**config.mk**
```make
export PLATFORM = sky130hd
export DESIGN_NAME = alarm_sequencer
export DESIGN_NICKNAME = d
export VERILOG_FILES = /design/src/rtl/alarm_sequencer.sv
export SDC_FILE = /design/constraint.sdc
export NUM_CORES = 1
export LEC_CHECK = 0
export BUFFER_PORTS_ARGS = -buffer_cell sky130_fd_sc_hd__buf_2
export CAP_MARGIN = 20
export CORE_MARGIN = 5
export CORE_UTILIZATION = 33
export CTS_CLUSTER_SIZE = 16
export DETAILED_ROUTE_END_ITERATION = 10
export PLACE_DENSITY = 0.52
export SETUP_SLACK_MARGIN = 0.05
export SYNTH_ARGS = -nofsm -noshare
export SYNTH_HDL_FRONTEND = slang
export SYNTH_SLANG_ARGS = --single-unit
export TNS_END_PERCENT = 10
```
**constraint.sdc**
```tcl
create_clock -name clk -period 2.6 [get_ports clk]
set_input_delay 0.52 -clock clk [delete_from_list [all_inputs] [get_ports clk]]
set_output_delay 0.52 -clock clk [all_outputs]
set_load 0.01 [all_outputs]
```
**src/rtl/alarm_sequencer.sv**
```systemverilog
// Arm/disarm sequencer: exit/entry delays, alarm escalation, bad-code keypad lockout.
// Moore outputs registered alongside state (same edge); pulse inputs, no backpressure.
module alarm_sequencer #(
    parameter int EXIT_DELAY     = 8,
    parameter int ENTRY_DELAY    = 6,
    parameter int MAX_ATTEMPTS   = 3,
    parameter int LOCKOUT_CYCLES = 10
) (
    input  logic                              clk,
    input  logic                              rst,
    input  logic                              code_ok,
    input  logic                              code_bad,
    input  logic                              door_movement_detected,
    input  logic                              facility_movement_detected,
    output logic [2:0]                        state_out,
    output logic                              armed,
    output logic                              led_green,
    output logic                              led_red,
    output logic                              chime,
    output logic                              alert_authorities,
    output logic                              keypad_lock,
    output logic [$clog2(MAX_ATTEMPTS+1)-1:0] fail_count
);
    localparam int FW   = $clog2(MAX_ATTEMPTS + 1);
    localparam int MAXD = (EXIT_DELAY > ENTRY_DELAY) ? EXIT_DELAY : ENTRY_DELAY;
    localparam int TW   = (MAXD > 1) ? $clog2(MAXD) : 1;
    localparam int LW   = (LOCKOUT_CYCLES > 1) ? $clog2(LOCKOUT_CYCLES) : 1;

    localparam logic [TW-1:0] EXIT_LOAD  = TW'(EXIT_DELAY - 1);
    localparam logic [TW-1:0] ENTRY_LOAD = TW'(ENTRY_DELAY - 1);
    localparam logic [LW-1:0] LOCK_LOAD  = LW'(LOCKOUT_CYCLES - 1);
    localparam logic [FW-1:0] FAIL_LAST  = FW'(MAX_ATTEMPTS - 1);

    typedef enum logic [2:0] {
        S_DISARMED = 3'd0,
        S_EXIT     = 3'd1,
        S_ARMED    = 3'd2,
        S_ENTRY    = 3'd3,
        S_ALARM    = 3'd4
    } state_t;

    state_t          state, state_nxt;
    logic [TW-1:0]   dly, dly_nxt;
    logic [LW-1:0]   lock_tmr, lock_tmr_nxt;
    logic [FW-1:0]   fail_nxt;
    logic            lock_nxt;
    logic            ok_ev, bad_ev, trip;

    assign ok_ev     = code_ok & ~code_bad & ~keypad_lock;
    assign bad_ev    = code_bad & ~keypad_lock;
    assign trip      = bad_ev & (fail_count == FAIL_LAST);
    assign state_out = state;

    always_comb begin
        state_nxt = state;
        dly_nxt   = dly;
        case (state)
            S_DISARMED: begin
                if (ok_ev) begin
                    state_nxt = S_EXIT;
                    dly_nxt   = EXIT_LOAD;
                end
            end
            S_EXIT: begin
                if (ok_ev)            state_nxt = S_DISARMED;
                else if (dly == '0)   state_nxt = S_ARMED;
                else                  dly_nxt   = dly - TW'(1);
            end
            S_ARMED: begin
                if (ok_ev) begin
                    state_nxt = S_DISARMED;
                end else if (facility_movement_detected || trip) begin
                    state_nxt = S_ALARM;
                end else if (door_movement_detected) begin
                    state_nxt = S_ENTRY;
                    dly_nxt   = ENTRY_LOAD;
                end
            end
            S_ENTRY: begin
                // door is deliberately ignored here so the grace period is never extended
                if (ok_ev)                                                 state_nxt = S_DISARMED;
                else if (facility_movement_detected || trip || dly == '0) state_nxt = S_ALARM;
                else                                                       dly_nxt   = dly - TW'(1);
            end
            S_ALARM: begin
                if (ok_ev) state_nxt = S_DISARMED;
            end
            default: begin
                state_nxt = S_DISARMED;
                dly_nxt   = '0;
            end
        endcase
    end

    always_comb begin
        fail_nxt     = fail_count;
        lock_nxt     = keypad_lock;
        lock_tmr_nxt = lock_tmr;
        if (ok_ev)       fail_nxt = '0;
        else if (trip)   fail_nxt = '0;
        else if (bad_ev) fail_nxt = fail_count + FW'(1);

        if (trip) begin
            lock_nxt     = 1'b1;
            lock_tmr_nxt = LOCK_LOAD;
        end else if (keypad_lock) begin
            if (lock_tmr == '0) lock_nxt     = 1'b0;
            else                lock_tmr_nxt = lock_tmr - LW'(1);
        end
    end

    always_ff @(posedge clk or posedge rst) begin
        if (rst) begin
            state             <= S_DISARMED;
            dly               <= '0;
            lock_tmr          <= '0;
            fail_count        <= '0;
            keypad_lock       <= 1'b0;
            armed             <= 1'b0;
            led_green         <= 1'b1;
            led_red           <= 1'b0;
            chime             <= 1'b0;
            alert_authorities <= 1'b0;
        end else begin
            state             <= state_nxt;
            dly               <= dly_nxt;
            lock_tmr          <= lock_tmr_nxt;
            fail_count        <= fail_nxt;
            keypad_lock       <= lock_nxt;
            armed             <= (state_nxt == S_ARMED) || (state_nxt == S_ENTRY) || (state_nxt == S_ALARM);
            led_green         <= (state_nxt == S_DISARMED);
            led_red           <= (state_nxt != S_DISARMED);
            chime             <= (state_nxt == S_EXIT) || (state_nxt == S_ENTRY);
            alert_authorities <= (state_nxt == S_ALARM);
        end
    end
endmodule

```
* After elaboration in Yosys (flattened, before gate mapping) *
Index checks and enable logic that the tools add are counted.

word-level totals
  register bits after elaboration = 18
  latch bits = 0
  memory bits (writable) = 0
  ROM bits = 0
  input bits = 6
  output and inout port bits = 11
  word-level logic and storage cells = 80
  memories = 0

operators by class
  add/sub/neg operators = 3
  multipliers = 0
  divide/modulo/power cells = 0
  magnitude comparators = 0
  equality and inequality tests = 18
  shift operators = 0
  mux-type cells = 28
  bitwise operators = 7
  reduce and logical (&&, ||, !) cells = 14

operator list
  operator                                                                number
  3-bit two-way mux                                                       17
  3-bit case mux with 5 select lines                                      2
  2-bit != test (second input constant)                                   9
  3-bit by 2-bit equality test with 1-bit output (second input constant)  4
  4-bit two-way mux                                                       3
  3-bit logical NOT                                                       3
  9-bit AND reduction                                                     1
  3-bit by 1-bit equality test with 1-bit output (second input constant)  2
  3-bit equality test (second input constant)                             2
  2-bit two-way mux                                                       3
  3-bit nonzero test                                                      2
  1-bit logical OR                                                        5
  1-bit AND                                                               4
  4-bit logical NOT                                                       1
  4-bit by 1-bit subtractor with 4-bit output (second input constant)     1
  1-bit two-way mux                                                       3
  1-bit NOT                                                               3
  3-bit by 1-bit subtractor with 3-bit output (second input constant)     1
  2-bit by 1-bit adder with 2-bit output (second input constant)          1
  2-bit equality test (second input constant)                             1
  2-bit AND reduction                                                     1
  2-bit nonzero test                                                      1

* Depth between registers and ports, before layout *
  word-level depth = 11
  gate-level depth with buffers = 7
  depth with buffers taken out = 7

* Worst setup path before layout *
Ideal clock, no wire load.

  kind = in2reg
  start = input port code_bad
  end = register dly[0]
  library setup time = 0.125 ns
  data arrival time = 1.668 ns
  required time = 2.475 ns
  slack = 0.807 ns
  stages = 4
  path buffers = 0
  cells stage by stage = or3b_4 > or3_4 > o211ai_4 > mux2_4

between the ends
  cells in the longest elaborated chain, start to end = 6
  elaborated cells between the ends (all ways) = 14
  those cells by class = 6 x eq/ne; 5 x bitwise; 3 x reduce/logical

RTL lines
  element                          RTL line  source
  start, declared                  12        input logic code_bad,
  1-bit AND                        50        assign bad_ev = code_bad & ~keypad_lock;
  1-bit AND                        51        assign trip = bad_ev & (fail_count == FAIL_LAST);
  1-bit logical OR                 72, 82
  1-bit logical OR                 82        else if (facility_movement_detected || trip || dly == '0) state_nxt = S_ALARM;
  2-bit != test (no line)          -
  9-bit AND reduction (no line) *  -
  end signal, assigned             126       dly <= dly_nxt;
  end, declared                    43        logic [TW-1:0] dly, dly_nxt;

Mark *: on every way between the ends. The rest lies on a longest branch, timed or not.
A chain may end at the register's enable or synchronous reset.

* Final worst setup path *
  start = register dly[0]
  end = register dly[2]

between the ends
  cells in the longest elaborated chain, start to end = 4
  elaborated cells between the ends (all ways) = 11
  those cells by class = 1 x add/sub; 2 x eq/ne; 5 x mux; 3 x reduce/logical

RTL lines
  element                                                                                  RTL line  source
  3-bit by 1-bit subtractor with 3-bit output / 3-bit logical NOT (equally long branches)  -
  3-bit two-way mux, or another cell as far along                                          82
  3-bit two-way mux, or another cell as far along                                          81        if (ok_ev) state_nxt = S_DISARMED;
  3-bit case mux with 5 select lines / 9-bit AND reduction (equally long branches)         -

Parallel ways exist; a longest one is shown, timed or not. The select of a mux whose other input is x is not followed.

==> run summary <==
clock buffer count from CTS: 3
Die Span X: 62.97 µm
crit path capture type: flop
worst-margin pin slew: 698.8 ps
Fin Setup TNS: 0 ps
Final Max Tran Viols: 0
max-cap violation count: 0
Critical Path, Cell by Cell: inv_1, ha_1, ha_1, a211oi_1, a221o_1, o211ai_4, mux2_4
Rows: 19
Clock Pin Slew Worst Setup and Hold Paths: 110 ps
commonest non-fill, non-tap cell in the layout: dfrtp_1
Die ar.: 3965 µm²
clock root buffer: clkbuf_4
grt total ovfl: 0
commonest non-fill, non-tap cells in the layout: dfrtp_1, buf_2, inv_1
min-delay worst type: input pin to async pin
Worst path slowest cell: dfrtp_1
wire per inst: 13.18 µm
layout cells sized above 1: 0.2523
GR Util All Layers: 0.1026
critical path depth: 7
initial antenna violation count: 0
largest net degree at the start of global routing: 19
DP HPWL: 1324 µm
Final Setup Violations: 0
DR pass1 iterations: 4
first-pass GRT wire length: 3291 µm
max frequency: 0.5136 GHz
Antenna Cells: 0
H-tree levels: 1
Tot Pwr: 0.001249 W
Worst R2R Setup Slack: 650 ps
crit start category: flop
fin crit share: 0.7489
FILL cells: 266
Largest delay share family, worst path: compound AO/OA/AOI/OAI gates
routability cong.: 0.7576
P_leak: 0.5167 nW
Worst Clk Skew: 7.542 ps
vias in the first global route: 723
Seq cells post-synth: 18
Main synth FF type: dfrtp_1
Initial Utilization: 0.3387
Placed Cells: 134
WS Path Type: flop to flop
number of synthesized flops with an enable pin: 0
Max-Slew Margin vs Limit: 0.5336
CTS tree: yes
I/O pin cnt: 17
Post-Layout Cell Count: 138
RSZ-0062 raised after global routing: false
cell accounting for the most synthesized area: dfrtp_1
via count: 710
Worst Path Buf+Inv: 1
final hold vios: 0
Mapped Nets: 98
Seq/Total Area, Yosys: 0.4878
# nets final: 117
# hold bufs at CTS: 0
Post-route DRC: 0
Reg2Reg Depth: 7
worst skew pair latency: 300 ps
worst vdd ir: 0.6572 mV
status: completed
yosys warns: 0
post-route minimum period: 1947 ps
final wirelength: 1819 µm
ranking of synthesized cells by area: dfrtp_1, inv_1, ha_1
count of cell types in the netlist: 34
die height: 62.97 µm
Bufs on Longest Clock Path: 2
P&R area growth vs syn: 14.73%
vias per inst: 5.145
core area: 2734 µm²
# resized after CTS: 0
Avg Inst Size Synth: 10.40 µm²
Routed Antenna Nets: 0
crit-path most repeated cell: ha_1
Async SR Flop Fraction: 1.000
# Post-CTS Setup Buffers: 0
Mapped Cells: 89
critical path fanouts, max: 5
crit-path max cell delay: 400 ps
Buffers on Ports: 16
Critical Path AT: 2140 ps
worst endpoint required time: 2800 ps
Cell Pwr Density: 1175 nW/µm²
Netlist Area Pre-Place: 925.9 µm²
Initial DRC Count: 38
top-area cell type share of the netlist area: 0.4595
CTS sink cnt: 18
[power breakdown]
part	internal, W	total, W	switching [W]
Clock	0.0000854	0.000176	0.0000906
Sequential	0.000404	0.000520	0.000116
Combinational	0.000274	0.000552	0.000278
[final timing paths]
kind	end	from
min	dly[1]	rst
max	dly[2]	dly[0]
max in group asynchronous	lock_tmr[0]	rst
max reg2reg	dly[2]	dly[0]
min in group clk	fail_count[1]	code_bad
min reg2reg	fail_count[1]	fail_count[1]
[area by class of cell]
type,count,area [µm²],share of cell area
sequential,18,451.7,0.4252
multi-input combinational,57,410.4,0.3863
timing repair buffer,16,80.08,0.07538
inverter,12,45.04,0.04240
tap,31,38.79,0.03651
clock buffer,4,36.28,0.03416
[flip-flops by register name, summed over array words and instances, names as in the netlist]
register / cells
alert_authorities: 1
armed: 1
chime: 1
dly: 3
fail_count: 2
keypad_lock: 1
led_green: 1
led_red: 1
lock_tmr: 4
state_out: 3
[per-stage QoR]
stage               area [µm²]  utilization  worst slack (ps)  hold WS (ps)
floorplan                925.9            -             807.4         457.8
global route              1062       0.3886             540.6         363.6
detailed placement        1026       0.3753             634.3         498.9
CTS                       1062       0.3886             671.7         333.2
global placement          1026       0.3753             651.7         506.6
finish                    1062       0.3886             653.0         308.3
[cells by family after synthesis]
family,synth area share
xor+xnor,0.02838
fa+ha+maj,0.04054
mux,0.04324
simple gates,0.1514
buf+inv,0.06892
compound gates,0.1797
flops,0.4878
[synth_stat cells, drive strengths merged, types with 2 or more instances]
library cell,instances
o41ai,2
mux2,2
a21oi,4
a31oi,3
inv,12
nor2b,3
xnor2,2
o211ai,3
nand2,8
o21ai,5
dfrtp,17
nor2,5
ha,3
buf,2
[routing by layer]
layer,track usage,wire length (µm),part of all wire,vias to the layer above
met1,0.1384,897,0.49,338
met5,0,0,0,-
li1,-,-,-,346
met2,0.1436,779,0.43,24
met3,0.04317,131,0.072,2
met4,0.03979,10,0.0055,0
No activity file was read; power rests on OpenSTA's default activity.
